===== config.mk =====
export PLATFORM = sky130hd
export DESIGN_NAME = sram_controller
export DESIGN_NICKNAME = d
export VERILOG_FILES = /design/src/rtl/arm_pkg.sv /design/src/rtl/sram_controller.sv
export SDC_FILE = /design/constraint.sdc
export NUM_CORES = 1
export LEC_CHECK = 0
export CORE_UTILIZATION = 52
export CTS_CLUSTER_SIZE = 10
export DETAILED_ROUTE_END_ITERATION = 8
export PLACE_DENSITY = 0.86
export SLEW_MARGIN = 30
export SYNTH_ARGS = -nofsm -noshare
export SYNTH_HDL_FRONTEND = slang
export SYNTH_SLANG_ARGS = --single-unit

===== constraint.sdc =====
create_clock -name clk -period 11.1 [get_ports clk]
set_clock_uncertainty 0.05 [all_clocks]
set_input_delay 1.11 -clock clk [delete_from_list [all_inputs] [get_ports clk]]
set_output_delay 1.11 -clock clk [all_outputs]
set_load 0.01 [all_outputs]

===== src/rtl/arm_pkg.sv =====
// Shared definitions for the memory stage: SRAM geometry, default mapping and
// the controller state encoding.
package arm_pkg;

  localparam int unsigned SRAM_ADDR_W    = 18;
  localparam int unsigned SRAM_DATA_W    = 16;
  localparam int unsigned SRAM_WORD_W    = 17;
  localparam logic [31:0] SRAM_BASE_ADDR = 32'd1024;

  typedef enum logic [2:0] {
    SRAM_IDLE,
    SRAM_LO,
    SRAM_HI,
    SRAM_WAIT,
    SRAM_DONE
  } sram_state_e;

endpackage


===== src/rtl/sram_controller.sv =====
// Memory-stage controller: splits each 32-bit load/store into two 16-bit
// SRAM transactions plus a settle wait, holding ready low until done.
module sram_controller
  import arm_pkg::*;
#(
  parameter int unsigned WAIT_CYCLES = 3,
  parameter logic [31:0] BASE_ADDR   = SRAM_BASE_ADDR
) (
  input  logic                   clk,
  input  logic                   rst,
  input  logic                   mem_r_en,
  input  logic                   mem_w_en,
  input  logic [31:0]            address,
  input  logic [31:0]            write_data,
  output logic [31:0]            read_data,
  output logic                   ready,
  output logic [SRAM_ADDR_W-1:0] sram_addr,
  output logic [SRAM_DATA_W-1:0] sram_dq_out,
  output logic                   sram_dq_oe,
  input  logic [SRAM_DATA_W-1:0] sram_dq_in,
  output logic                   sram_we_n
);

  localparam logic [3:0] WAIT_LOAD = (WAIT_CYCLES == 0) ? 4'd0 : 4'(WAIT_CYCLES - 1);

  sram_state_e            r_state;
  sram_state_e            w_next;
  logic                   r_is_write;
  logic [SRAM_WORD_W-1:0] r_word;
  logic [15:0]            r_wdata_hi;
  logic [15:0]            r_rdata_lo;
  logic [15:0]            r_rdata_hi;
  logic [3:0]             r_cnt;
  logic [31:0]            r_read_data;
  logic [SRAM_ADDR_W-1:0] r_addr;
  logic [SRAM_DATA_W-1:0] r_dq_out;
  logic                   r_oe;
  logic                   r_we_n;

  logic                   w_req;
  logic [SRAM_WORD_W-1:0] w_req_word;
  logic [SRAM_ADDR_W-1:0] w_addr_d;
  logic [SRAM_DATA_W-1:0] w_dq_d;
  logic                   w_oe_d;
  logic                   w_we_n_d;

  assign w_req      = mem_r_en | mem_w_en;
  assign w_req_word = SRAM_WORD_W'((address - BASE_ADDR) >> 2);

  always_comb begin
    w_next = r_state;
    unique case (r_state)
      SRAM_IDLE: if (w_req) w_next = SRAM_LO;
      SRAM_LO:   w_next = SRAM_HI;
      SRAM_HI:   w_next = (WAIT_CYCLES == 0) ? SRAM_DONE : SRAM_WAIT;
      SRAM_WAIT: if (r_cnt == 4'd0) w_next = SRAM_DONE;
      SRAM_DONE: w_next = SRAM_IDLE;
      default:   w_next = SRAM_IDLE;
    endcase
  end

  // Bus outputs are registered, so the values for the next state are prepared
  // here; entering LO uses the live inputs because the latch happens on that same edge.
  always_comb begin
    w_addr_d = r_addr;
    w_dq_d   = r_dq_out;
    w_oe_d   = 1'b0;
    w_we_n_d = 1'b1;
    if (w_next == SRAM_LO) begin
      w_addr_d = {w_req_word, 1'b0};
      w_dq_d   = write_data[15:0];
      w_oe_d   = mem_w_en;
      w_we_n_d = ~mem_w_en;
    end else if (w_next == SRAM_HI) begin
      w_addr_d = {r_word, 1'b1};
      w_dq_d   = r_wdata_hi;
      w_oe_d   = r_is_write;
      w_we_n_d = ~r_is_write;
    end
  end

  always_ff @(posedge clk or posedge rst) begin
    if (rst) begin
      r_state     <= SRAM_IDLE;
      r_is_write  <= 1'b0;
      r_word      <= '0;
      r_wdata_hi  <= '0;
      r_rdata_lo  <= '0;
      r_rdata_hi  <= '0;
      r_cnt       <= '0;
      r_read_data <= '0;
      r_addr      <= '0;
      r_dq_out    <= '0;
      r_oe        <= 1'b0;
      r_we_n      <= 1'b1;
    end else begin
      r_state  <= w_next;
      r_addr   <= w_addr_d;
      r_dq_out <= w_dq_d;
      r_oe     <= w_oe_d;
      r_we_n   <= w_we_n_d;

      if (r_state == SRAM_IDLE && w_req) begin
        r_is_write <= mem_w_en;
        r_word     <= w_req_word;
        r_wdata_hi <= write_data[31:16];
      end

      if (r_state == SRAM_LO && !r_is_write) r_rdata_lo <= sram_dq_in;
      if (r_state == SRAM_HI && !r_is_write) r_rdata_hi <= sram_dq_in;

      if (r_state == SRAM_HI)
        r_cnt <= WAIT_LOAD;
      else if (r_state == SRAM_WAIT && r_cnt != 4'd0)
        r_cnt <= r_cnt - 4'd1;

      // With no wait states the high half arrives on the same edge that enters DONE.
      if (w_next == SRAM_DONE && r_state != SRAM_DONE && !r_is_write)
        r_read_data <= (r_state == SRAM_HI) ? {sram_dq_in, r_rdata_lo}
                                            : {r_rdata_hi, r_rdata_lo};
    end
  end

  assign ready       = (r_state == SRAM_IDLE && !w_req) || (r_state == SRAM_DONE);
  assign read_data   = r_read_data;
  assign sram_addr   = r_addr;
  assign sram_dq_out = r_dq_out;
  assign sram_dq_oe  = r_oe;
  assign sram_we_n   = r_we_n;

endmodule


After elaboration in Yosys (flattened, before gate mapping)

Cells that the tools add are included.

Register bits after elaboration: 141
Input port bits: 84

Add/subtract/negate cells: 2
Equality and inequality tests: 8
Muxes and demuxes: 14
Bitwise operators: 3
Reduce and logical (&&, ||, !) cells: 15

Operator list:

| kind                                                                  | number |
|---|---|
| 18-bit 2-to-1 mux                                                     | 2 |
| 16-bit 2-to-1 mux                                                     | 2 |
| 32-bit 2-to-1 mux                                                     | 1 |
| 19-bit by 11-bit subtractor with 19-bit output, second input constant | 1 |
| 3-bit case mux with 4 select lines                                    | 1 |
| 3-bit by 2-bit equality test with 1-bit output, second input constant | 3 |
| 4-bit 2-to-1 mux                                                      | 2 |
| 1-bit logical AND                                                     | 7 |
| 3-bit by 1-bit equality test with 1-bit output, second input constant | 2 |
| 3-bit equality test, second input constant                            | 2 |
| 3-bit 2-to-1 mux                                                      | 2 |
| 4-bit logical NOT                                                     | 1 |
| 1-bit 2-to-1 mux                                                      | 4 |
| 2-bit nonzero test                                                    | 2 |
| 4-bit nonzero test                                                    | 1 |
| 4-bit by 1-bit subtractor with 4-bit output, second input constant    | 1 |
| 3-bit logical NOT                                                     | 1 |
| 3-bit inequality test, second input constant                          | 1 |
| 1-bit logical NOT                                                     | 2 |
| 1-bit inverter                                                        | 2 |
| 1-bit logical OR                                                      | 1 |
| 1-bit OR                                                              | 1 |

Depth between registers and ports, before layout

Gate-level depths: netlist of run 1.

Word-level depth: 6
Gate-level depth with buffers: 7
Gate-level depth less buffers: 6

Worst setup path before layout of run 1

OpenSTA, ideal clock, no wires.

Kind: input to output
From: input mem_w_en
To: output ready
Data arrival time: 1.384 ns
Data required time: 9.940 ns
Setup slack: 8.556 ns
Stages: 2
Buffers on the path: 0
Cell sequence: nor2_1 > o21a_1

Cells in the longest elaborated chain, start to end: 4

RTL lines:

| what              | line                   | RTL |
|---|---|---|
| start, declared   | sram_controller.sv:12  | `input logic mem_w_en,` |
| 1-bit OR          | sram_controller.sv:47  | `assign w_req = mem_r_en \| mem_w_en;` |
| 1-bit logical NOT | sram_controller.sv:124 | `assign ready = (r_state == SRAM_IDLE && !w_req) \|\| (r_state == SRAM_DONE);` |
| 1-bit logical AND | sram_controller.sv:124 |  |
| 1-bit logical OR  | sram_controller.sv:124 |  |
| end, declared     | sram_controller.sv:16  | `output logic ready,` |

Every way passes these cells.

Worst setup path after layout of run 1

Same ends and word-level chain as after synthesis.

==> results.json, run 1 <==
{
  "post_cts_resized": 0,
  "synth_top_cells_by_count": "dfrtp_1 (140), nand2_1 (82), mux2_2 (38), nor2_1 (32), inv_1 (22)",
  "power.internal_w": 0.00156,
  "synth_top_area_share_pct": 61.1,
  "start_kind": "input pin",
  "grt_pass1_wl_um": 23200,
  "cp_max_fo": 6,
  "wire_per_inst_um": 18.8,
  "cts_buffers": 17,
  "min_period_ns": 3.82,
  "antenna_found_initial": 0,
  "max_stage_delay_ns": 0.56,
  "nets": 700,
  "combPwrFrac_pct": 37.8,
  "io_pins": 153,
  "pre_cts_slack_ns": 7.29,
  "yosysSeqAreaShare_pct": 61.6,
  "layout.cells.non_filler": 763,
  "tritoncts": "done",
  "clock_path_buffers": 2,
  "leakage_nw": 3.47,
  "synth_ff_type": "dfrtp_1",
  "slew_viol_final": 0,
  "fmax_mhz": 262,
  "grt_use_total_pct": 27.0,
  "p_clk_share_pct": 22.0,
  "drt-initial-drc-count": 248,
  "arrival_ns": 2.66,
  "avgSynthCellArea_um2": 12.0,
  "drv_cap": 0,
  "synth_most_common_cell": "dfrtp_1",
  "worstMarginPinSlew_ns": 0.807,
  "firstDrtPassIters": 5,
  "ant_nets": 0,
  "peakVddDrop_mv": 0.185,
  "power_density_nw_per_um2": 301,
  "drive_above_1_share_pct": 16.4,
  "grt_pass1_vias": 4677,
  "dp_hpwl_um": 9160,
  "area_growth_pct": 35.7,
  "endpoint_kind": "output pin",
  "postCtsSetupBuffers": 0,
  "ys_warn_count": 0,
  "grt-ovfl-total": 0,
  "ctsHoldBuffers": 0,
  "die_y_um": 107,
  "clk-insertion-delay-late_ns": 0.52,
  "slowest_stage": "clkdlybuf4s50_1",
  "clock-sinks": 141,
  "die_w_um": 107,
  "syn_inst": 479,
  "rsz0062_at_grt": "false",
  "yosysTopAreaCell": "dfrtp_1",
  "clkTransAtPathRegs_ns": 0.06,
  "hold_path.class": "reg -> reg",
  "core_area_um2": 10500,
  "dp_cells": 730,
  "rows": 37,
  "grt_max_degree": 75,
  "cp.required_ns": 9.94,
  "synth_edf_count": 0,
  "io_buffers": 137,
  "syn-num-nets": 565,
  "status": "complete, no violations",
  "initial_utilization_pct": 54.5,
  "synth.area.top_cells": "dfrtp_1 (61%), mux2_2 (7.5%), nand2_1 (5.4%)",
  "n_antenna_cell": 0,
  "htreeDepth": 4,
  "drc": 0,
  "netSwitchingPower_w": 0.000778,
  "setup_violations": 0,
  "fin_setup_tns_ns": 0,
  "die_area_um2": 11400,
  "crit_chain": "clkdlybuf4s50_1 > nor2_1 > o21a_1 > clkdlybuf4s50_1",
  "synth_seq_cells": 141,
  "crit_type": "in -> out",
  "timing.final.ws_setup_ns": 7.28,
  "clockRootBuffer": "clkbuf_8",
  "cp_common_cell": "clkdlybuf4s50_1",
  "pwr-share-seq_pct": 40.2,
  "vias": 4353,
  "power_switching_share_pct": 33.3,
  "ys_types": 49,
  "fill_cells": 680,
  "hold_viol": 0,
  "synth-async-reset-ratio_pct": 100,
  "post-route-period-util_pct": 34.4,
  "drt_wl_total_um": 14400,
  "drt-vias-per-instance": 5.71,
  "slew_headroom_pct": 46.2,
  "syn_area_um2": 5730,
  "gp_congestion": 0.782
}
-- cells by family after synthesis --
kind of cell | Yosys count | share of synthesized area [%]
AOI/OAI and AO/OA | 75 | 10.6
xor gates and xnor gates | 6 | 0.917
adders and majority gates | 2 | 0.437
buffers and inverters | 49 | 4.02
DFF | 141 | 61.6
muxes | 50 | 9.80
and+or+nand+nor | 156 | 12.6
-- cell type report --
type	instances	area [um2]	area share (%)
clock buffer	25	474	6.10
sequential	141	3530	45.4
multi-input combinational	289	1990	25.7
timing repair buffer	143	1460	18.7
clock inverter	7	62.6	0.805
tap	136	170	2.19
inverter	22	87.6	1.13
-- critical path: cells and delay by family --
kind / cells / cell delay (ns)
compound gates: 1 / 0.15
buf+inv: 2 / 1.11
simple gates: 1 / 0.28
-- registers in the layout, summed over array words and instances, names as in the netlist --
name and cells:
sram_dq_out 16, r_wdata_hi 16, sram_dq_oe 1, r_state 3
read_data 32, r_word 17, r_rdata_hi 16, r_rdata_lo 16
sram_addr 18, sram_we_n 1, r_cnt 4, r_is_write 1
-- stage by stage --
step	cell area, um2	power, W	util [%]	hold slack, ns
after floorplan	5730	0.00140	-	0.395
after global placement	7180	0.00174	68.3	0.408
after detailed placement	7210	0.00180	68.6	0.412
after CTS	7740	0.00234	73.7	0.426
after global routing	7770	0.00247	74.0	0.453
final	7770	0.00234	74.0	0.429
-- cell usage in the layout (no fill, tap or decap), types with 3 or more instances in the layout --
cell type        Yosys  layout
nand4_1             17      17
a21bo_2             16      16
a21oi_1              7       7
or3_1                3       3
o21ai_0              6       5
xnor2_1              5       5
clkbuf_1             3       5
clkbuf_8             0       4
clkdlybuf4s50_1      0     137
mux2_2              38      38
dfrtp_1            140     139
mux2_1              11      11
and2_1               3       3
nor2_1              32      32
a21o_1               3       3
o22ai_1             12      12
clkbuf_16            0      16
clkinv_2             0       5
a222oi_1            16      16
inv_1               22      21
nand2_1             82      82
-- power by group through the flow --
stage | combinational (W) | clock [W] | sequential, W
floorplan | 0.000451 | 0 | 0.000947
global placement | 0.000820 | 0 | 0.000917
detailed placement | 0.000868 | 0 | 0.000936
CTS | 0.000883 | 0.000524 | 0.000936
global route | 0.000952 | 0.000547 | 0.000967
finish | 0.000884 | 0.000515 | 0.000939
-- worst paths after layout --
check	slack, ns	cells past startpoint	from	end
max in group asynchronous	8.93	3	rst	read_data[16]
worst min-delay path	0.43	2	r_wdata_hi[13]	r_wdata_hi[13]
worst max register to register	8.65	3	r_state[0]	r_rdata_lo[11]
worst min register to register	0.43	2	r_wdata_hi[13]	r_wdata_hi[13]
min in group asynchronous	0.99	2	rst	r_word[3]
worst max-delay path	7.28	4	mem_w_en	ready
-- metal layers --
layer,track usage [%],routed length (um),vias to the layer above
met5,0,0,-
met4,13.5,498,0
met3,8.27,852,43
met2,45.3,7590,160
met1,31.4,5430,2213
li1,-,-,1937
(Power assumes the default switching activity.)
==> run 2: changes to the inputs <==
Settings changed: CORE_UTILIZATION 52 to 44, PLACE_DENSITY 0.86 to 0.78.
Clock period 11.1 ns to 3.1 ns, I/O delays scaled along.
==> run 2 against run 1 <==
Compared with the run above: utilization fell by 12 points; routed wire length fell by 8.3%; clock power rose to 3.9 times the previous value; highest routed layer unchanged; total power rose to 3.6 times the previous value.
==> results.json, run 2 (synthesized netlist as in run 1, its figures left out) <==
{
  "vias": 4206,
  "pre_cts_slack_ns": 0.434,
  "die_y_um": 116,
  "clock-sinks": 141,
  "r2r_slack_ns": 0.38,
  "fmax_mhz": 368,
  "crit_type": "reg -> reg",
  "status": "complete, no violations",
  "final_common_cell": "dfrtp_1",
  "nets": 703,
  "setup_violations": 0,
  "post-route-period-util_pct": 87.7,
  "path_delay_family": "simple AND/OR/NAND/NOR gates",
  "post_cts_resized": 0,
  "cp.required_ns": 3.35,
  "drt-vias-per-instance": 5.24,
  "drc": 0,
  "antenna_found_initial": 0,
  "hold_path.class": "in -> async",
  "fin_setup_tns_ns": 0,
  "grt_use_total_pct": 21.4,
  "ctsHoldBuffers": 0,
  "r2r-end": "read_data[10]",
  "htreeDepth": 4,
  "clockRootBuffer": "clkbuf_16",
  "grt-ovfl-total": 0,
  "grt_pass1_vias": 4479,
  "tritoncts": "done",
  "timing.final.ws_setup_ns": 0.383,
  "max_stage_delay_ns": 0.71,
  "clk-insertion-delay-late_ns": 0.42,
  "start_kind": "flip-flop",
  "initial_utilization_pct": 45.2,
  "io_buffers": 137,
  "gp_congestion": 0.825,
  "worst-path-buf-inv": 1,
  "design_area_um2": 7890,
  "slew_headroom_pct": 42.7,
  "area_growth_pct": 37.8,
  "rsz0062_at_grt": "false",
  "ant_nets": 0,
  "wire_per_inst_um": 16.4,
  "placed_area_um2": 7310,
  "clkTransAtPathRegs_ns": 0.06,
  "drt-initial-drc-count": 273,
  "arrival_ns": 2.97,
  "dp_cells": 770,
  "hold_viol": 0,
  "power_w": 0.00840,
  "leakage_nw": 3.50,
  "largest_reg_flops": 32,
  "rows": 41,
  "cp_max_fo": 32,
  "cts_buffers": 17,
  "worstMarginPinSlew_ns": 0.858,
  "grt_max_degree": 38,
  "drive_above_1_share_pct": 17.5,
  "r2r_cells": 6,
  "grt_pass1_wl_um": 21800,
  "endpoint_kind": "flip-flop",
  "layout.cells.non_filler": 802,
  "core_area_um2": 12700,
  "dp_hpwl_um": 9030,
  "io_pins": 153,
  "die_area_um2": 13500,
  "drt_wl_total_um": 13200,
  "power_density_nw_per_um2": 1060,
  "postCtsSetupBuffers": 0,
  "drv_cap": 0,
  "final_cell_mix": "dfrtp_1 (140), clkdlybuf4s50_1 (137), nand2_1 (82)",
  "clock_path_buffers": 2,
  "n_antenna_cell": 0,
  "timing.rr.start": "r_cnt[0]",
  "crit_chain": "inv_1 > ha_1 > nor3b_4 > and2_1 > nand2_2 > mux2_2",
  "min_period_ns": 2.72,
  "peakVddDrop_mv": 0.530,
  "slowest_stage": "nor3b_4",
  "slew_viol_final": 0,
  "firstDrtPassIters": 7,
  "die_w_um": 116
}
==> run 2: report_power, final <==
part | internal (W) | total (W) | leakage (nW) | switching (W)
clock | 0.00120 | 0.00199 | 0.290 | 0.000795
combinational | 0.00170 | 0.00309 | 1.53 | 0.00139
sequential | 0.00276 | 0.00332 | 1.68 | 0.000556
total | 0.00565 | 0.00840 | 3.50 | 0.00274
==> run 2: how the worst max path moves through the flow <==
stage | from | depth (start not counted) | end
finish | r_cnt[0] | 6 | read_data[10]
global route | r_cnt[0] | 6 | read_data[0]
CTS | r_cnt[0] | 6 | read_data[0]
detailed placement | r_cnt[0] | 6 | read_data[10]
global placement | r_cnt[0] | 6 | read_data[9]
floorplan | rst | 1 | r_cnt[0]
==> run 2: layer usage <==
| metal | GRT usage, % | vias to the layer above | wire length, um | share of wire (%) |
|---|---|---|---|---|
| li1 | - | 1953 | - | - |
| met1 | 25.4 | 2093 | 5450 | 41 |
| met2 | 36.3 | 143 | 6610 | 50 |
| met3 | 7.06 | 17 | 935 | 7.1 |
| met4 | 7.95 | 0 | 172 | 1.3 |
| met5 | 0 | - | 0 | 0 |
==> run 2: through the flow <==
stage / util (%) / hold slack [ns]
5_1_grt: 62.3 / 0.372
6_report: 62.3 / 0.367
3_5_place_dp: 57.7 / 0.412
2_1_floorplan: - / 0.355
4_1_cts: 62.3 / 0.353
3_3_place_gp: 57.6 / 0.407
==> run 2: layout make-up <==
class | count | area [um2]
well taps | 172 | 215
multi-input cells | 289 | 2000
clock inverters | 15 | 160
fillers | 1010 | 4780
clock buffers | 17 | 425
repair buffers | 146 | 1480
flip-flops and latches | 141 | 3530
inverters | 22 | 86.3
==> run 3: changes to the inputs <==
Settings changed: CORE_ASPECT_RATIO set to 1.75.
==> run 3 against run 2 <==
Compared with the run above: clock power up 7%; critical path depth shrank 2; sequential cell count stayed put; worst hold slack better by 0.0099 ns; sequential power about the same; total power increased by 1.5%; design area grew 0.11%.
==> results.json, run 3 (synthesized netlist as in run 1, its figures left out) <==
{
  "status": "complete, no violations",
  "final_cell_mix": "dfrtp_1 (140), clkdlybuf4s50_1 (137), nand2_1 (82)",
  "io_buffers": 137,
  "drv_cap": 0,
  "clk-insertion-delay-late_ns": 0.41,
  "ant_nets": 0,
  "layout.cells.non_filler": 795,
  "fmax_mhz": 452,
  "drt-initial-drc-count": 231,
  "clock-sinks": 141,
  "dp_cells": 764,
  "grt_use_total_pct": 20.9,
  "cts_buffers": 17,
  "dp_hpwl_um": 8900,
  "drive_above_1_share_pct": 16.7,
  "grt-ovfl-total": 0,
  "die_area_um2": 13500,
  "grt_max_degree": 142,
  "rsz0062_at_grt": "false",
  "crit_type": "in -> out",
  "post_cts_resized": 0,
  "clkTransAtPathRegs_ns": 0.06,
  "die_w_um": 88.3,
  "postCtsSetupBuffers": 0,
  "wire_per_inst_um": 16.4,
  "clock_path_buffers": 2,
  "grt_pass1_vias": 4536,
  "io_pins": 153,
  "fin_setup_tns_ns": 0,
  "final_common_cell": "dfrtp_1",
  "die_y_um": 153,
  "htreeDepth": 4,
  "post-route-period-util_pct": 71.4,
  "peakVddDrop_mv": 0.571,
  "largest_reg_flops": 32,
  "power_density_nw_per_um2": 1080,
  "leakage_nw": 3.50,
  "cp_max_fo": 6,
  "firstDrtPassIters": 7,
  "gp_congestion": 0.819,
  "slew_viol_final": 0,
  "hold_viol": 0,
  "setup_violations": 0,
  "drt_wl_total_um": 13000,
  "arrival_ns": 1.85,
  "vias": 4222,
  "cp.required_ns": 2.74,
  "area_growth_pct": 37.9,
  "grt_pass1_wl_um": 21900,
  "worstMarginPinSlew_ns": 0.798,
  "tritoncts": "done",
  "n_antenna_cell": 0,
  "endpoint_kind": "output pin",
  "rows": 54,
  "hold_path.class": "in -> reg",
  "nets": 701,
  "power_w": 0.00852,
  "drt-vias-per-instance": 5.31,
  "min_period_ns": 2.21,
  "fill_cells": 1006,
  "start_kind": "input pin",
  "ctsHoldBuffers": 0,
  "core_area_um2": 12600,
  "initial_utilization_pct": 45.6,
  "antenna_found_initial": 0,
  "drc": 0,
  "slew_headroom_pct": 46.8,
  "clockRootBuffer": "clkbuf_16"
}
==> run 3: area by class of cell <==
class	count	area, um2	share of cell area [%]
clock buffers	19	433	5.48
clock inverters	12	188	2.37
flip-flops and latches	141	3530	44.7
repair buffers	144	1460	18.5
well taps	168	210	2.66
multi-input cells	289	1990	25.2
inverters	22	86.3	1.09
==> run 3: critical path: stages <==
cell,delay (ns)
clkdlybuf4s50_1,0.54
nor2_1,0.29
o21a_1,0.14
clkdlybuf4s50_1,0.56
==> run 3: worst paths after layout <==
path | cells after the start | endpoint | from | slack (ns)
setup reg to reg | 4 | read_data[10] | r_state[2] | 0.89
min in group asynchronous | 3 | read_data[13] | rst | 0.40
hold / removal | 3 | r_wdata_hi[7] | write_data[23] | 0.38
setup / recovery | 4 | ready | mem_w_en | 0.89
hold reg to reg | 2 | r_word[0] | r_word[0] | 0.43
max in group asynchronous | 3 | sram_dq_out[5] | rst | 2.02
==> run 3: routing by layer <==
layer / up-vias / part of all wire, % / GRT usage (%)
met4: 0 / 1.4 / 6.76
met3: 15 / 6.4 / 5.45
met1: 2116 / 38 / 25.0
li1: 1940 / - / -
met2: 151 / 54 / 35.8
met5: - / 0 / 0
==> run 3: per-stage QoR <==
stage	utilization, %	instance area, um2	worst slack (ns)	hold slack [ns]
after floorplan	-	5730	0.978	0.355
after global placement	57.9	7280	0.902	0.408
after detailed placement	57.9	7280	0.871	0.416
after CTS	62.9	7900	0.872	0.363
after global routing	62.9	7900	0.759	0.388
final	62.9	7900	0.887	0.377
==> run 3: power breakdown <==
| group | internal, W | leakage [nW] | switching, W | total [W] |
|---|---|---|---|---|
| sequential | 0.00276 | 1.68 | 0.000543 | 0.00330 |
| clock | 0.00135 | 0.295 | 0.000778 | 0.00213 |
| combinational | 0.00171 | 1.52 | 0.00138 | 0.00309 |
